### src/rtl/blinky_seq_pkg.sv
// Shared definitions for the blinky LED pattern sequencer: CSR word offsets,
// register bit positions and the sequencer state encoding.
package blinky_seq_pkg;

  // CSR word offsets
  localparam logic [2:0] CSR_CTRL   = 3'd0;
  localparam logic [2:0] CSR_STATUS = 3'd1;
  localparam logic [2:0] CSR_PERIOD = 3'd2;
  localparam logic [2:0] CSR_LENGTH = 3'd3;
  localparam logic [2:0] CSR_PIDX   = 3'd4;
  localparam logic [2:0] CSR_PDATA  = 3'd5;

  // CTRL bit positions
  localparam int CTRL_ENABLE_BIT = 0;
  localparam int CTRL_LOOP_BIT   = 1;

  // STATUS bit positions
  localparam int STATUS_BUSY_BIT = 0;
  localparam int STATUS_DONE_BIT = 1;
  localparam int STATUS_IDX_LSB  = 8;

  // Sequencer states
  typedef enum logic [1:0] {
    IDLE  = 2'd0,
    WRITE = 2'd1,
    WAIT  = 2'd2
  } seq_state_e;

endpackage

### src/rtl/blinky_led_sequencer_if.sv
// Bus bundles for the sequencer: the Avalon-MM CSR slave port driven by the
// CPU, and the Avalon-MM master port that writes the LED PIO data register.

interface blinky_csr_if;
  logic [2:0]  csr_address;
  logic        csr_chipselect;
  logic        csr_write_n;
  logic [31:0] csr_writedata;
  logic [31:0] csr_readdata;

  modport master (
    output csr_address, csr_chipselect, csr_write_n, csr_writedata,
    input  csr_readdata
  );

  modport slave (
    input  csr_address, csr_chipselect, csr_write_n, csr_writedata,
    output csr_readdata
  );
endinterface

interface blinky_pio_if;
  logic [31:0] m_address;
  logic        m_write;
  logic [31:0] m_writedata;
  logic        m_waitrequest;

  modport master (
    output m_address, m_write, m_writedata,
    input  m_waitrequest
  );

  modport slave (
    input  m_address, m_write, m_writedata,
    output m_waitrequest
  );
endinterface

### src/rtl/blinky_seq_step_timer.sv
// Loadable down-counter that paces the sequencer steps. A load sets the count;
// afterwards it counts down to zero and holds. expire_o is high while the count
// equals 1, i.e. on the last cycle of the interval.
module blinky_seq_step_timer #(
  parameter int WIDTH = 26
) (
  input  logic             clk,
  input  logic             reset,
  input  logic             load_i,
  input  logic [WIDTH-1:0] value_i,
  output logic             expire_o
);

  logic [WIDTH-1:0] count_q, count_d;

  // Next count: load has priority, otherwise decrement until zero.
  always_comb begin
    // NOTE: every always_comb output gets a default first so no path can infer a latch.
    count_d = count_q;
    if (load_i) begin
      count_d = value_i;
    end else if (count_q != '0) begin
      count_d = count_q - WIDTH'(1);
    end
  end

  // Count register with synchronous reset.
  always_ff @(posedge clk) begin
    // NOTE: sequential state uses non-blocking (<=) so all flops update together at the edge.
    if (reset) begin
      count_q <= '0;
    end else begin
      count_q <= count_d;
    end
  end

  assign expire_o = (count_q == WIDTH'(1));

endmodule

### src/rtl/blinky_led_sequencer.sv
// Autonomous LED pattern sequencer. The CPU fills a small pattern table and
// sets a step period over the CSR port; once enabled the block writes each
// table entry in turn to the LED PIO data register over the master port.
module blinky_led_sequencer
  import blinky_seq_pkg::*;
#(
  parameter int          LED_WIDTH      = 17,
  parameter int          DEPTH          = 8,
  parameter int          PERIOD_W       = 26,
  parameter logic [PERIOD_W-1:0] DEFAULT_PERIOD = PERIOD_W'(12_500_000),
  parameter logic [31:0] PIO_ADDR       = 32'h0
) (
  input  logic         clk,
  input  logic         reset,
  blinky_csr_if.slave  csr,
  blinky_pio_if.master m,
  output logic         busy
);

  localparam int IDX_W = $clog2(DEPTH);
  localparam int LEN_W = IDX_W + 1;

  // CSR state
  logic                 ctrl_enable_q, ctrl_enable_d;
  logic                 ctrl_loop_q, ctrl_loop_d;
  logic [PERIOD_W-1:0]  period_q;
  logic [31:0]          length_q;
  logic [IDX_W-1:0]     pidx_q;
  logic [LED_WIDTH-1:0] table_q [DEPTH];

  // Sequencer state
  seq_state_e           state_q, state_d;
  logic [IDX_W-1:0]     idx_q, idx_d;
  logic                 done_q, done_d;
  logic                 restart_q, restart_d;
  logic [LED_WIDTH-1:0] wdata_q, wdata_d;

  // Decoded CSR accesses
  logic csr_wr, ctrl_wr, pdata_wr, start_req;
  assign csr_wr    = csr.csr_chipselect && !csr.csr_write_n;
  assign ctrl_wr   = csr_wr && (csr.csr_address == CSR_CTRL);
  assign pdata_wr  = csr_wr && (csr.csr_address == CSR_PDATA);
  assign start_req = ctrl_wr && csr.csr_writedata[CTRL_ENABLE_BIT];

  // CTRL as it will be after this edge, so a disable acts in the same cycle.
  assign ctrl_enable_d = ctrl_wr ? csr.csr_writedata[CTRL_ENABLE_BIT] : ctrl_enable_q;
  assign ctrl_loop_d   = ctrl_wr ? csr.csr_writedata[CTRL_LOOP_BIT]   : ctrl_loop_q;

  // Effective PERIOD/LENGTH: PERIOD 0 behaves as 1, out-of-range LENGTH as DEPTH.
  logic             period_le1;
  logic [LEN_W-1:0] length_eff;
  logic             last_step;
  assign period_le1 = (period_q <= PERIOD_W'(1));
  assign length_eff = ((length_q == 32'd0) || (length_q > 32'(DEPTH)))
                      ? LEN_W'(DEPTH) : length_q[LEN_W-1:0];
  // >= so that a LENGTH shrunk below the current index still ends/wraps the run.
  assign last_step  = (({1'b0, idx_q} + LEN_W'(1)) >= length_eff);

  // Step timer: loaded with PERIOD-1 at accept so the next write starts exactly
  // PERIOD cycles after the accept. PERIOD<=1 bypasses WAIT entirely.
  logic timer_load, timer_expire;

  blinky_seq_step_timer #(
    .WIDTH(PERIOD_W)
  ) u_step_timer (
    .clk      (clk),
    .reset    (reset),
    .load_i   (timer_load),
    .value_i  (period_q - PERIOD_W'(1)),
    .expire_o (timer_expire)
  );

  // CSR register file (table excluded).
  always_ff @(posedge clk) begin
    if (reset) begin
      ctrl_enable_q <= 1'b0;
      ctrl_loop_q   <= 1'b0;
      period_q      <= DEFAULT_PERIOD;
      length_q      <= 32'(DEPTH);
      pidx_q        <= '0;
    end else begin
      ctrl_enable_q <= ctrl_enable_d;
      ctrl_loop_q   <= ctrl_loop_d;
      if (csr_wr) begin
        case (csr.csr_address)
          CSR_PERIOD: period_q <= csr.csr_writedata[PERIOD_W-1:0];
          CSR_LENGTH: length_q <= csr.csr_writedata;
          CSR_PIDX:   pidx_q   <= csr.csr_writedata[IDX_W-1:0];
          CSR_PDATA:  pidx_q   <= pidx_q + IDX_W'(1);
          default: ;
        endcase
      end
    end
  end

  // Pattern table, written only through PDATA.
  always_ff @(posedge clk) begin
    // NOTE: the table has no reset; software loads it before enabling, and leaving it out keeps it a plain register array.
    if (pdata_wr) begin
      table_q[pidx_q] <= csr.csr_writedata[LED_WIDTH-1:0];
    end
  end

  // Next-state logic: advance through WRITE/WAIT, handle disable and restart.
  always_comb begin
    seq_state_e       step_state;
    logic [IDX_W-1:0] step_idx;
    logic             step_done;
    logic             start_xfer;

    state_d    = state_q;
    idx_d      = idx_q;
    done_d     = done_q;
    restart_d  = restart_q;
    timer_load = 1'b0;
    start_xfer = 1'b0;

    // Outcome of finishing the current step.
    step_state = WRITE;
    step_idx   = idx_q + IDX_W'(1);
    step_done  = done_q;
    if (last_step) begin
      if (ctrl_loop_q) begin
        step_idx = '0;
      end else begin
        step_state = IDLE;
        step_idx   = idx_q;
        step_done  = 1'b1;
      end
    end

    unique case (state_q)
      IDLE: begin
        if (start_req) begin
          state_d    = WRITE;
          idx_d      = '0;
          done_d     = 1'b0;
          restart_d  = 1'b0;
          start_xfer = 1'b1;
        end
      end
      WRITE: begin
        // A re-enable during a transfer is remembered until the accept.
        if (start_req) restart_d = 1'b1;
        if (!m.m_waitrequest) begin
          if (!ctrl_enable_d) begin
            state_d   = IDLE;
            restart_d = 1'b0;
          end else if (restart_d) begin
            idx_d      = '0;
            done_d     = 1'b0;
            restart_d  = 1'b0;
            start_xfer = 1'b1;
          end else if (period_le1) begin
            state_d    = step_state;
            idx_d      = step_idx;
            done_d     = step_done;
            start_xfer = (step_state == WRITE);
          end else begin
            timer_load = 1'b1;
            state_d    = WAIT;
          end
        end
      end
      WAIT: begin
        if (!ctrl_enable_d) begin
          state_d   = IDLE;
          restart_d = 1'b0;
        end else if (restart_q || start_req) begin
          state_d    = WRITE;
          idx_d      = '0;
          done_d     = 1'b0;
          restart_d  = 1'b0;
          start_xfer = 1'b1;
        end else if (timer_expire) begin
          state_d    = step_state;
          idx_d      = step_idx;
          done_d     = step_done;
          start_xfer = (step_state == WRITE);
        end
      end
      default: state_d = IDLE;
    endcase

    // Capture the pattern when a transfer begins so it stays stable under stalls
    // and later PDATA writes only show up on the next visit.
    wdata_d = start_xfer ? table_q[idx_d] : wdata_q;
  end

  // Sequencer registers.
  always_ff @(posedge clk) begin
    if (reset) begin
      state_q   <= IDLE;
      idx_q     <= '0;
      done_q    <= 1'b0;
      restart_q <= 1'b0;
      wdata_q   <= '0;
    end else begin
      state_q   <= state_d;
      idx_q     <= idx_d;
      done_q    <= done_d;
      restart_q <= restart_d;
      wdata_q   <= wdata_d;
    end
  end

  // Zero-latency CSR read mux; unused bits and write-only offsets read 0.
  logic [31:0] csr_rdata;
  always_comb begin
    csr_rdata = '0;
    case (csr.csr_address)
      CSR_CTRL: begin
        csr_rdata[CTRL_ENABLE_BIT] = ctrl_enable_q;
        csr_rdata[CTRL_LOOP_BIT]   = ctrl_loop_q;
      end
      CSR_STATUS: begin
        csr_rdata[STATUS_BUSY_BIT]                = busy;
        csr_rdata[STATUS_DONE_BIT]                = done_q;
        csr_rdata[STATUS_IDX_LSB +: IDX_W]        = idx_q;
      end
      CSR_PERIOD: csr_rdata[PERIOD_W-1:0] = period_q;
      CSR_LENGTH: csr_rdata               = length_q;
      CSR_PIDX:   csr_rdata[IDX_W-1:0]    = pidx_q;
      default: ;
    endcase
  end

  assign csr.csr_readdata = csr_rdata;
  assign busy             = (state_q != IDLE);
  assign m.m_address      = PIO_ADDR;
  assign m.m_write        = (state_q == WRITE);
  assign m.m_writedata    = 32'(wdata_q);

endmodule
### src/flat_wrapper.sv
// flat-port wrapper written by rule: the top's interface ports become plain ports
module blinky_led_sequencer_flat import blinky_seq_pkg::*;
#(
  parameter int          LED_WIDTH      = 17,
  parameter int          DEPTH          = 8,
  parameter int          PERIOD_W       = 26,
  parameter logic [PERIOD_W-1:0] DEFAULT_PERIOD = PERIOD_W'(12_500_000),
  parameter logic [31:0] PIO_ADDR       = 32'h0
)
  (clk, reset, busy, csr_csr_address, csr_csr_chipselect, csr_csr_write_n, csr_csr_writedata, csr_csr_readdata, m_m_address, m_m_write, m_m_writedata, m_m_waitrequest);
  blinky_csr_if csr_i ();
  blinky_pio_if m_i ();
  input  logic clk;
  input  logic reset;
  output logic busy;
  input wire logic [$bits(csr_i.csr_address)-1:0] csr_csr_address;
  input wire logic [$bits(csr_i.csr_chipselect)-1:0] csr_csr_chipselect;
  input wire logic [$bits(csr_i.csr_write_n)-1:0] csr_csr_write_n;
  input wire logic [$bits(csr_i.csr_writedata)-1:0] csr_csr_writedata;
  output wire logic [$bits(csr_i.csr_readdata)-1:0] csr_csr_readdata;
  output wire logic [$bits(m_i.m_address)-1:0] m_m_address;
  output wire logic [$bits(m_i.m_write)-1:0] m_m_write;
  output wire logic [$bits(m_i.m_writedata)-1:0] m_m_writedata;
  input wire logic [$bits(m_i.m_waitrequest)-1:0] m_m_waitrequest;
  assign csr_i.csr_address = csr_csr_address;
  assign csr_i.csr_chipselect = csr_csr_chipselect;
  assign csr_i.csr_write_n = csr_csr_write_n;
  assign csr_i.csr_writedata = csr_csr_writedata;
  assign csr_csr_readdata = csr_i.csr_readdata;
  assign m_m_address = m_i.m_address;
  assign m_m_write = m_i.m_write;
  assign m_m_writedata = m_i.m_writedata;
  assign m_i.m_waitrequest = m_m_waitrequest;
  blinky_led_sequencer #(.LED_WIDTH(LED_WIDTH), .DEPTH(DEPTH), .PERIOD_W(PERIOD_W), .DEFAULT_PERIOD(DEFAULT_PERIOD), .PIO_ADDR(PIO_ADDR)) u_core (.clk(clk), .reset(reset), .csr(csr_i), .m(m_i), .busy(busy));
endmodule
### config.mk
export PLATFORM = sky130hd
export DESIGN_NAME = blinky_led_sequencer_flat
export DESIGN_NICKNAME = d
export VERILOG_FILES = /design/src/rtl/blinky_seq_pkg.sv /design/src/rtl/blinky_led_sequencer_if.sv /design/src/rtl/blinky_seq_step_timer.sv /design/src/rtl/blinky_led_sequencer.sv /design/src/flat_wrapper.sv
export SDC_FILE = /design/constraint.sdc
export NUM_CORES = 1
export LEC_CHECK = 0
export ABC_AREA = 1
export CAP_MARGIN = 30
export CORE_MARGIN = 8
export CORE_UTILIZATION = 51
export DETAILED_ROUTE_END_ITERATION = 10
export GPL_ROUTABILITY_DRIVEN = 0
export GPL_TIMING_DRIVEN = 0
export PLACE_DENSITY = 0.73
export SLEW_MARGIN = 25
export SYNTH_ARGS = -nofsm -noshare
export SYNTH_HDL_FRONTEND = slang
export SYNTH_SLANG_ARGS = --single-unit
### constraint.sdc
create_clock -name clk -period 3.95 [get_ports clk]
set_input_delay 0.79 -clock clk [delete_from_list [all_inputs] [get_ports clk]]
set_output_delay 0.79 -clock clk [all_outputs]
set_load 0.01 [all_outputs]
* After elaboration in Yosys (flattened, before gate mapping) *
Memory sizes are Yosys's and may differ from the RTL's. A register that Yosys moved wholly into a read port is not among the register bits.
Index checks and enable logic that the tools add are counted.
Widths: inputs -> output; s select.

cells by class
  $add $sub $neg = 5
  order comparisons = 3
  eq/ne operators = 18
  muxes and demuxes = 66
  reductions and logical operators = 21

operator list
  cell                   number
  $mux 26                2
  $sub 26x1->26 const B  2
  $gt 32x4->1 const B    1
  $logic_not 32->1       1
  $mux 1                 32
  $mux 3                 10
  $pmux 15 s2            1
  $eq 26x1->1 const B    1
  $le 26x1->1 const B    1
  $reduce_bool 26->1     1
  $mux 2                 9
  $pmux 3 s3             2
  $pmux 1 s3             4
  $pmux 2 s5             1
  $pmux 5 s2             1
  $reduce_and 7->1       1
  $add 3x1->3 const B    2
  $eq 3x2->1 const B     2
  $eq 3x3->1 const B     2
  $mux 6                 1
  $ne 2x1->1 const B     3
  $ne 3x1->1 const B     2
  $ne 3x3->1 const B     2
  $pmux 2 s3             1
  19 further kinds       28

storage, ports and cells
  register bits = 96
  memory bits (writable) = 136
  input bits = 40
  word-level logic and storage cells = 124
  memories = 1

memory list
  name            words  bits a word  read ports  clocked after Yosys merged registers in  wr ports  line                        RTL
  u_core.table_q  8      17           1           1                                        1         blinky_led_sequencer.sv:29  logic [LED_WIDTH-1:0] table_q [DEPTH];

* Longest topological paths before layout *
Gate-level depths: netlist of the first run.

  depth after elaboration = 11
  gate-level depth with buffers = 26
  gate-level depth less buffers = 24

* Hierarchy *
A second synthesis of the first run with hierarchy kept.

unflattened totals
  cells, all modules = 1530
  area, all modules = 12575.8 um^2

by module, submodules not included
  module                 instances  cells each  area an instance (um^2)  seq. area each (um^2)
  blinky_led_sequencer   1          1218        10739.0                  5825.6
  blinky_seq_step_timer  1          312         1836.8                   520.5

* Least setup slack after synthesis of the first run *
Ideal clock, no wire load.

  kind = input port to flip-flop
  start point = in csr_csr_address[0]
  end point = mem u_core.table_q[6][0] (enable)
  library setup time = 0.413 ns
  arrival time = 2.606 ns
  required time = 3.537 ns
  setup slack = 0.932 ns
  cell stages on the path = 6
  path buffers = 0
  cells stage by stage = inv_2 -> nor3_1 -> inv_1 -> nor2_1 -> nand2_1 -> nor3_1

between the ends
  longest elaborated chain between the ends = 4

ends and longest elaborated chain
  element                       line                         RTL
  start, declared               flat_wrapper.sv:16           input wire logic [$bits(csr_i.csr_address)-1:0] csr_csr_address;
  $eq 3x3->1                    blinky_led_sequencer.sv:42   assign pdata_wr = csr_wr && (csr.csr_address == CSR_PDATA);
  $logic_and 1x1->1             blinky_led_sequencer.sv:42
  $mux 1                        blinky_led_sequencer.sv:99   if (pdata_wr) begin
  $mux 1 (implied by the code)  blinky_led_sequencer.sv:100  table_q[pidx_q] <= csr.csr_writedata[LED_WIDTH-1:0];
  end, declared                 blinky_led_sequencer.sv:29

No other way between the ends.

* Worst setup path after layout of the first run *
  start point = in csr_csr_address[2]
  end point = out csr_csr_readdata[2]

between the ends
  longest elaborated chain between the ends = 2

ends and longest elaborated chain
  element                                   line                         RTL
  $eq 3x3->1 or $eq 3x2->1 (tied branches)  blinky_led_sequencer.sv:211  case (csr.csr_address)
  $pmux 1 s3 *                              blinky_led_sequencer.sv:211
  end, declared                             flat_wrapper.sv:20           output wire logic [$bits(csr_i.csr_readdata)-1:0] csr_csr_readdata;

Every way passes the cells marked *; elsewhere a longest branch is shown, timed or not.

==> summary.md, run 1 <==
| Metric | Value |
|---|---|
| Switching power | `2.00 mW` |
| Post-synth EDFFs | `136` |
| Worst setup EP type | `primary output` |
| Status | `finished, violations left` |
| CP Data Required Time | `3.16 ns` |
| Vias in the first global route | `10,267` |
| Tot Pwr | `7.00 mW` |
| Slew Limit Fails | `0` |
| P_int | `5.00 mW` |
| DP Area | `13,800 sq um` |
| Clk pwr share | `38.0%` |
| Fmax | `250 MHz` |
| Worst setup SP type | `input pin` |
| Pwr dens | `474 nW/um^2` |
| First-pass GRT wire length | `54.1 mm` |
| Yosys top cell by area | `edfxtp_1` |
| Row count | `56` |
| Post-DRT Antenna Nets | `0` |
| CP peak stage delay | `0.64 ns` |
| Pre-Repair DR Iteration Count | `5` |
| CP Data Arrival Time | `3.21 ns` |
| R2R Path Start | `u_core.length_q[11]` |
| Sw frac | `28.6%` |
| Hold_buf cts | `0` |
| Design area | `14,800 sq um` |
| Critical path, cell by cell | `clkdlybuf4s50_1 > nor3_2 > inv_1 > clkbuf_1 > o211ai_1 > clkdlybuf4s50_1` |
| Worst setup margin | `-0.0495 ns` |
| Measured slew at the worst slew-check pin | `0.925 ns` |
| Nets | `1,661` |
| Cell count along the critical path | `6` |
| Critical path type | `input pin to primary output` |
| Post-Syn Area | `12,200 sq um` |
| # setup viols final | `1` |
| Maxcap violations | `0` |
| HP Class | `register to register` |
| Die span in y | `171 um` |
| Worst Path Max Fanout | `10` |
| Clk buf depth | `3` |
| Remaining DRCs | `0` |
| Clock Skew | `0.0204 ns` |
| Most used cell, CP | `clkdlybuf4s50_1` |
| Crit path time final | `4.00 ns` |
| Vias post-DR | `10,760` |
| Final Cycle Share | `101%` |
| Die Width | `171 um` |
| Clk Tree Root Cell | `clkbuf_16` |
| Mapped Cells | `1,434` |
| Comb power frac | `19.0%` |
| Syn. warnings | `0` |
| Layout area overhead | `21.0%` |
| Clock Pin Slew Worst Setup and Hold Paths | `0.06 ns` |
| R2r worst-path depth | `21` |
| WP buf/inv | `4` |
| Crit Reg-Reg Endpoint | `u_core.wdata_q[14]` |
| Cell family with most CP delay | `buffers and inverters` |
| Failing checks | `setup timing` |
| DR WL/cell | `18.0 um` |
| Slew margin rel. | `38.2%` |
| Iter 0 DRT Violations | `948` |
| FFs w/ async S/R, synth | `0%` |
| Routed vias/inst | `5.53` |
| Clock latency on the worst-skew pair | `0.55 ns` |
| Hpwl dp | `25.8 mm` |
| Sequential power share | `43.0%` |
| Die ar. | `29,100 sq um` |
| CP startpoint | `csr_csr_address[2]` |
| Final Hold Vio Count | `0` |
| Initial Util | `52.0%` |
| Global router's overall resource usage | `23.4%` |
| R2R Setup Slk | `0.38 ns` |
| Floorplan Core Area | `23,500 sq um` |
| Total grt overflow | `0` |
| Num ports | `138` |
| FF+latch count, synth | `249` |
| Critical Path End | `csr_csr_readdata[2]` |
| Initial antenna violation count | `0` |
| CTS tree | `built` |
| Highest-delay cell along the critical path | `clkdlybuf4s50_1` |
| # diodes | `0` |
| Yosys cell types | `43` |
| Largest net degree at the start of global routing | `18` |
| # port buffers | `89` |
| Area share of the largest cell type after synthesis | `33.5%` |
| Seq/Total Area, Yosys | `52.0%` |
| Clk sinks | `249` |
| H-tree depth | `1` |
| Leading post-synthesis cells by cell area | `edfxtp_1 (33%), dfxtp_1 (19%), nand3_1 (9.1%)` |
| Layout cells sized above 1 | `10.2%` |
| Static Leak | `5.86 nW` |
| Syn avg cell area | `8.51 sq um` |
| Number of buffers created by CTS | `26` |
| Top FF cell, synth | `edfxtp_1` |
| Drt total wl | `35.0 mm` |
| Worst IR drop on VDD | `0.000609 V` |
| Fin util | `62.9%` |
[timing repair]
| action | 4_1_cts | 5_1_grt |
|---|---|---|
| setup endpoints to repair | 29 | 39 |
| pin swaps | 0 | 2 |
| gates resized for setup | 6 | 13 |
| endpoints found under the hold margin | 0 | 0 |
| buffers inserted | 0 | 2 |
[cell type report]
cell class	count	area [sq um]
clock inverter	16	224
multi-input combinational	982	4910
fill	1974	8710
tap	319	399
timing repair buffer	99	990
inverter	137	514
buffer	112	664
sequential	249	6350
clock buffer	32	714
[synth_stat cells, types with 7 or more instances]
| master | n |
|---|---|
| xor2_1 | 32 |
| dfxtp_1 | 113 |
| a211oi_1 | 8 |
| nor3_1 | 22 |
| o21ai_0 | 79 |
| buf_2 | 17 |
| edfxtp_1 | 136 |
| clkbuf_1 | 39 |
| buf_4 | 50 |
| nand4_1 | 14 |
| nand2_1 | 228 |
| nor2_1 | 167 |
| o22ai_1 | 13 |
| nor4_1 | 9 |
| o211ai_1 | 14 |
| xnor2_1 | 7 |
| nand2_2 | 7 |
| inv_1 | 132 |
| ha_1 | 14 |
| a21oi_1 | 66 |
| nand3_1 | 221 |
[worst register-to-register path: cells and delay by family, from the launching register on]
kind,cells,cell delay (ns)
simple gates,16,2.13
fa+ha+maj,1,0.25
buf+inv,3,0.48
flops,1,0.33
compound gates,1,0.27
[sequential cells by signal, indices dropped and copies added, names as in the netlist]
register	flops
u_core.state_q	2
u_core.wdata_q	17
u_core.period_q	26
u_core.pidx_q	3
u_core.length_q	32
u_core.u_step_timer.count_q	26
u_core.table_q	136
u_core.restart_q	1
u_core.idx_q	3
u_core.ctrl_loop_q	1
u_core.ctrl_enable_q	1
u_core.done_q	1
[per-layer routing]
metal | share of wire, % | wire, um | GRT usage [%]
met5 | 0 | 0 | 0
met3 | 8.8 | 3090 | 4.01
met1 | 41 | 14400 | 29.9
met2 | 47 | 16400 | 39.6
met4 | 3.2 | 1130 | 8.09
[power groups by stage]
stage	clock network (mW)	logic, mW	registers [mW]
final	2.66	1.33	3.01
after global routing	2.76	1.49	3.03
after CTS	2.68	1.30	3.01
after detailed placement	0	1.29	3.06
after global placement	0	1.27	3.06
after floorplan	0	0.960	3.03
[per-stage QoR]
stage	TNS (ns)	hold slack [ns]	cells	worst slack, ns
final	-0.0495	0.477	1946	-0.0495
after global routing	-0.123	0.500	1946	-0.109
after CTS	0	0.481	1944	0.0277
after detailed placement	-6.05	0.472	1896	-0.411
after global placement	-24.02	0.467	1888	-0.535
after floorplan	0	0.445	1480	0.932
[how the worst min path moves through the flow]
| stage | startpoint | end | slack (ns) | cells past startpoint |
|---|---|---|---|---|
| 2_1_floorplan | u_core.length_q[6] | u_core.length_q[6] | 0.44 | 2 |
| 3_3_place_gp | u_core.length_q[20] | u_core.length_q[20] | 0.47 | 2 |
| 3_5_place_dp | u_core.length_q[26] | u_core.length_q[26] | 0.47 | 2 |
| 4_1_cts | u_core.length_q[26] | u_core.length_q[26] | 0.48 | 2 |
| 5_1_grt | u_core.length_q[29] | u_core.length_q[29] | 0.50 | 2 |
| 6_report | u_core.length_q[27] | u_core.length_q[27] | 0.48 | 2 |
[placed cells by master (no fill, tap or decap), drive strengths merged, types with 13 or more instances in the layout]
| master | Yosys | final |
|---|---|---|
| o211ai | 14 | 14 |
| clkdlybuf4s50 | 0 | 87 |
| xor2 | 32 | 32 |
| edfxtp | 136 | 136 |
| nor2 | 174 | 174 |
| ha | 14 | 14 |
| nor3 | 22 | 22 |
| buf | 73 | 80 |
| a21oi | 68 | 68 |
| inv | 136 | 136 |
| nand2 | 235 | 235 |
| o21ai | 81 | 81 |
| conb | 1 | 47 |
| o22ai | 13 | 13 |
| dfxtp | 113 | 113 |
| nand3 | 224 | 224 |
| clkbuf | 39 | 74 |
| nand4 | 15 | 15 |
[cells by family after synthesis]
group,after synthesis,synth area share [%]
xor+xnor,39,2.80
flops,249,52.0
compound gates,198,9.32
simple gates,683,24.8
other cells,1,0.0307
fa+ha+maj,14,1.44
buf+inv,249,9.56
mux,1,0.0820
Power figures use the tool's default switching activity.
==> run 2, diff against run 1 <==
--- a/config.mk
+++ b/config.mk
@@ -11,7 +11,6 @@
 export CORE_UTILIZATION = 51
 export DETAILED_ROUTE_END_ITERATION = 10
 export GPL_ROUTABILITY_DRIVEN = 0
-export GPL_TIMING_DRIVEN = 0
 export PLACE_DENSITY = 0.73
 export SLEW_MARGIN = 25
 export SYNTH_ARGS = -nofsm -noshare
==> run 2 against run 1 <==
Clock power decreased by 3%. The flow now finishes without violations. Highest routed layer unchanged. Clock skew increased by 0.024 ns. Power decreased by 2.0%. Critical endpoint is now csr_csr_readdata[14]. Cell count is 4.1% lower. Via count shrank 2.8%.
==> summary.md, run 2 (synthesis gave the netlist of run 1 again) <==
| Metric | Value |
|---|---|
| Status | `finished, final reports clean` |
| Slew Limit Fails | `0` |
| Routed vias/inst | `5.61` |
| Floorplan Core Area | `23,500 sq um` |
| # port buffers | `90` |
| Initial antenna violation count | `0` |
| Die Width | `171 um` |
| Layout cells sized above 1 | `7.43%` |
| Global router's overall resource usage | `22.4%` |
| Worst setup EP type | `primary output` |
| CP peak stage delay | `0.60 ns` |
| Final Hold Vio Count | `0` |
| Clk buf depth | `3` |
| Clock Skew | `0.0439 ns` |
| Pwr dens | `480 nW/um^2` |
| Met2 usage | `37.9%` |
| Hpwl dp | `22.9 mm` |
| Met3 Use GR | `3.96%` |
| Fmax | `271 MHz` |
| Clk sinks | `249` |
| Clk Tree Root Cell | `clkbuf_16` |
| Pre-Repair DR Iteration Count | `5` |
| Remaining DRCs | `0` |
| Fillers | `2,050` |
| Largest register FFs | `136` |
| Final setup TNS | `0 ns` |
| Highest-delay cell along the critical path | `clkdlybuf4s50_1` |
| P_int | `4.89 mW` |
| Die span in y | `171 um` |
| CP Data Arrival Time | `2.90 ns` |
| CP Data Required Time | `3.16 ns` |
| Cell family with most CP delay | `buffers and inverters` |
| # setup viols final | `0` |
| Comb power frac | `18.5%` |
| Number of buffers created by CTS | `28` |
| Worst setup SP type | `input pin` |
| Layout area overhead | `17.1%` |
| Total grt overflow | `0` |
| Initial Util | `52.0%` |
| Sw frac | `28.7%` |
| Slew margin rel. | `53.6%` |
| Post-DRT Antenna Nets | `0` |
| HP Class | `register to register` |
| Post CTS Setup Buffer Count | `0` |
| DR WL/cell | `17.9 um` |
| Measured slew at the worst slew-check pin | `0.695 ns` |
| Clk pwr share | `37.6%` |
| Maxcap violations | `0` |
| # diodes | `0` |
| Nets | `1,579` |
| Commonest non-fill, non-tap cells in the layout | `nand2_1 (228), nand3_1 (221), nor2_1 (166), edfxtp_1 (136), inv_1 (131)` |
| Worst IR drop on VDD | `0.000335 V` |
| Switching power | `1.97 mW` |
| Num ports | `138` |
| RSZ-0062 raised after global routing | `false` |
| Tot Pwr | `6.86 mW` |
| Worst Path Max Fanout | `25` |
| WP buf/inv | `5` |
| Sequential power share | `43.9%` |
| GRT Max-Usage Layer | `met2` |
| Clock Pin Slew Worst Setup and Hold Paths | `0.05 ns` |
| CTS tree | `built` |
| Top flop regs | `u_core.table_q x136, u_core.length_q x32` |
| H-tree depth | `1` |
| Vias post-DR | `10,464` |
| Critical path type | `input pin to primary output` |
| Fin util | `60.9%` |
| Most flops, register | `u_core.table_q` |
| Row count | `56` |
| Met1 Resource Use GR | `28.5%` |
| Critical path, cell by cell | `clkdlybuf4s50_1 > buf_4 > nor3_1 > inv_1 > buf_4 > o21ai_0 > clkdlybuf4s50_1` |
| First-pass GRT wire length | `52.3 mm` |
| Final Cycle Share | `93.5%` |
| Drt total wl | `33.4 mm` |
| Iter 0 DRT Violations | `867` |
| Largest net degree at the start of global routing | `65` |
| Most common cell after layout, fill and taps aside | `nand2_1` |
| Vias in the first global route | `9,869` |
| Crit path time final | `3.69 ns` |
| Fin Hold WS | `0.479 ns` |
| Clock latency on the worst-skew pair | `0.57 ns` |
| Die ar. | `29,100 sq um` |
| Static Leak | `5.60 nW` |
## run 2: final cells by class
cell class,instances,area (sq um),share of cell area (%)
clock buffer,46,883,6.18
inverter,137,517,3.62
tap,319,399,2.79
sequential,249,6350,44.4
timing repair buffer,127,1190,8.36
clock inverter,6,62.6,0.438
multi-input combinational,982,4880,34.2
## run 2: path summary, 6_finish.rpt
kind | startpoint | endpoint | slack, ns | cells after the start
hold / removal | u_core.length_q[26] | u_core.length_q[26] | 0.48 | 2
setup reg to reg | u_core.length_q[7] | u_core.wdata_q[14] | 0.33 | 24
setup / recovery | csr_csr_address[0] | csr_csr_readdata[14] | 0.26 | 7
hold reg to reg | u_core.length_q[26] | u_core.length_q[26] | 0.48 | 2
## run 2: repair_timing
action                                  in CTS  in global routing
gates resized for setup                      0                  5
hold buffers                                 0                  0
endpoints found under the setup margin       0                 17
## run 2: per-layer routing
layer | part of all wire (%) | vias to the layer above
met3 | 8.4 | 76
met1 | 42 | 4968
li1 | - | 4936
met2 | 47 | 484
met5 | 0 | -
met4 | 2.8 | 0
## run 2: worst min-delay path, cell delays in order (launching register included)
cell and delay [ns]:
dfxtp_1 0.30, inv_1 0.07, a21oi_1 0.06
## run 2: stage by stage
stage,setup slack (ns),cell area (sq um),instances
after floorplan,0.932,12400,1480
after global routing,0.0229,14300,1866
after global placement,0.203,13300,1814
after CTS,0.142,14300,1866
after detailed placement,0.192,13300,1814
final,0.258,14300,1866
## run 2: power by group through the flow
stage	sequential, mW	combinational (mW)	clock, mW
2_1_floorplan	3.03	0.960	0
3_3_place_gp	3.06	1.22	0
3_5_place_dp	3.06	1.24	0
4_1_cts	3.01	1.25	2.61
5_1_grt	3.03	1.44	2.70
6_report	3.01	1.27	2.58
==> run 3, diff against run 2 <==
--- a/config.mk
+++ b/config.mk
@@ -9,9 +9,11 @@
 export CAP_MARGIN = 30
 export CORE_MARGIN = 8
 export CORE_UTILIZATION = 51
+export CTS_BUF_LIST = sky130_fd_sc_hd__clkbuf_8 sky130_fd_sc_hd__clkbuf_16
 export DETAILED_ROUTE_END_ITERATION = 10
 export GPL_ROUTABILITY_DRIVEN = 0
 export PLACE_DENSITY = 0.73
+export RECOVER_POWER = 100
 export SLEW_MARGIN = 25
 export SYNTH_ARGS = -nofsm -noshare
 export SYNTH_HDL_FRONTEND = slang
==> run 3 against run 2 <==
The run now ends with capacitance limit, slew limit left. First-iteration DRC count up 19%. Global-route usage unchanged. Power down 0.57%. Sequential power about the same. Highest routed layer unchanged. Utilization fell by 0.39 points. Largest power group unchanged. Wire length about the same. Die area stayed put.
==> summary.md, run 3 (synthesis gave the netlist of run 1 again) <==
| Metric | Value |
|---|---|
| Layout area overhead | `16.3%` |
| Vias in the first global route | `9,869` |
| Design area | `14,200 sq um` |
| Setup WS pre-CTS | `0.192 ns` |
| Met3 Use GR | `3.96%` |
| Slew margin rel. | `-55.8%` |
| Met1 Resource Use GR | `28.5%` |
| Nets | `1,579` |
| Fin util | `60.5%` |
| Clk sinks | `249` |
| Tot Pwr | `6.82 mW` |
| CP Data Required Time | `3.16 ns` |
| Final Cycle Share | `97.8%` |
| Worst Path Max Fanout | `25` |
| Worst setup EP type | `primary output` |
| Worst IR drop on VDD | `0.000336 V` |
| Top flop regs | `u_core.table_q x136, u_core.length_q x32` |
| Maxcap violations | `1` |
| # port buffers | `90` |
| Highest-delay cell along the critical path | `dlygate4sd3_1` |
| HP Class | `register to register` |
| R2R Path Start | `u_core.length_q[7]` |
| Met2 usage | `37.9%` |
| Die span in y | `171 um` |
| Die ar. | `29,100 sq um` |
| Static Leak | `5.73 nW` |
| First-pass GRT wire length | `52.3 mm` |
| RSZ-0062 raised after global routing | `false` |
| Final setup TNS | `0 ns` |
| Measured slew at the worst slew-check pin | `2.34 ns` |
| Pwr dens | `480 nW/um^2` |
| Fmax | `259 MHz` |
| Most common cell after layout, fill and taps aside | `nand2_1` |
| Routed vias/inst | `5.59` |
| Largest register FFs | `136` |
| Drt total wl | `33.4 mm` |
| Floorplan Core Area | `23,500 sq um` |
| Failing checks | `capacitance limit, slew limit` |
| Number of buffers created by CTS | `28` |
| H-tree depth | `1` |
| Critical path, cell by cell | `dlygate4sd3_1 > buf_4 > nor3_1 > inv_1 > buf_4 > o21ai_0 > dlygate4sd3_1` |
| Worst setup margin | `0.0875 ns` |
| Clk buf depth | `3` |
| Clock Pin Slew Worst Setup and Hold Paths | `0.05 ns` |
| Status | `finished, violations left` |
| Die Width | `171 um` |
| Global router's overall resource usage | `22.4%` |
| Post CTS Setup Buffer Count | `0` |
| CP Data Arrival Time | `3.07 ns` |
| Hold_buf cts | `0` |
| Vias post-DR | `10,435` |
| Post-DRT Antenna Nets | `0` |
| Cell family with most CP delay | `buffers and inverters` |
| Clock Skew | `0.0443 ns` |
| Crit path time final | `3.86 ns` |
| DP Area | `13,300 sq um` |
| Commonest non-fill, non-tap cells in the layout | `nand2_1 (230), nand3_1 (221), nor2_1 (169), inv_1 (141), edfxtp_1 (136)` |
| WP buf/inv | `5` |
| Slew Limit Fails | `65` |
| Largest net degree at the start of global routing | `65` |
| Remaining DRCs | `0` |
| Most flops, register | `u_core.table_q` |
| Initial antenna violation count | `1` |
| Iter 0 DRT Violations | `1,029` |
| Hold Startpoint | `u_core.length_q[26]` |
| Clk Tree Root Cell | `clkbuf_16` |
| Critical path type | `input pin to primary output` |
| Clock latency on the worst-skew pair | `0.57 ns` |
| Final Hold Vio Count | `0` |
| CTS tree | `built` |
| Pre-Repair DR Iteration Count | `5` |
| GRT Max-Usage Layer | `met2` |
| Worst setup SP type | `input pin` |
| CP startpoint | `csr_csr_address[0]` |
| # setup viols final | `0` |
| Num ports | `138` |
| Total grt overflow | `0` |
| Row count | `56` |
| Initial Util | `52.0%` |
| Hpwl dp | `22.9 mm` |
| DR WL/cell | `17.9 um` |
| Layout cells sized above 1 | `6.01%` |
| CP peak stage delay | `0.66 ns` |
[run 3: per-stage QoR]
| stage | hold slack, ns | cells |
|---|---|---|
| after floorplan | 0.445 | 1480 |
| after global placement | 0.468 | 1814 |
| after detailed placement | 0.472 | 1814 |
| after CTS | 0.479 | 1866 |
| after global routing | 0.500 | 1867 |
| final | 0.479 | 1867 |
[run 3: path summary, 6_finish.rpt]
path                                        endpoint  slack (ns)  cells past startpoint
worst max-delay path            csr_csr_readdata[14]        0.09                      7
worst min-delay path             u_core.length_q[26]        0.48                      2
worst max register to register    u_core.wdata_q[14]        0.31                     24
worst min register to register   u_core.length_q[26]        0.48                      2
[run 3: power by group]
group	internal, mW	total (mW)	switching [mW]
combinational	0.468	1.25	0.787
sequential	2.88	3.01	0.134
clock	1.50	2.55	1.05
[run 3: area by class of cell]
class,instances,area [sq um]
antenna,1,2.50
clock buffer,38,850
clock inverter,14,92.6
fill,2065,9280
inverter,137,517
multi-input combinational,982,4840
sequential,249,6350
tap,319,399
timing repair buffer,127,1150
[run 3: worst min-delay path, cell delays in order, from the launching register on]
cell     delay, ns
dfxtp_1       0.30
inv_1         0.07
a21oi_1       0.06
[run 3: repair_timing]
item / CTS / global route
endpoints found under the hold margin: 0 / 0
resized for setup: 0 / 5
endpoints found under the setup margin: 0 / 17
[run 3: routing by layer]
layer  vias to the layer above  share of wire [%]
met5                         -                  0
met2                       471                 47
met3                        85                8.0
met1                      4941                 42
li1                       4938                  -
met4                         0                3.0
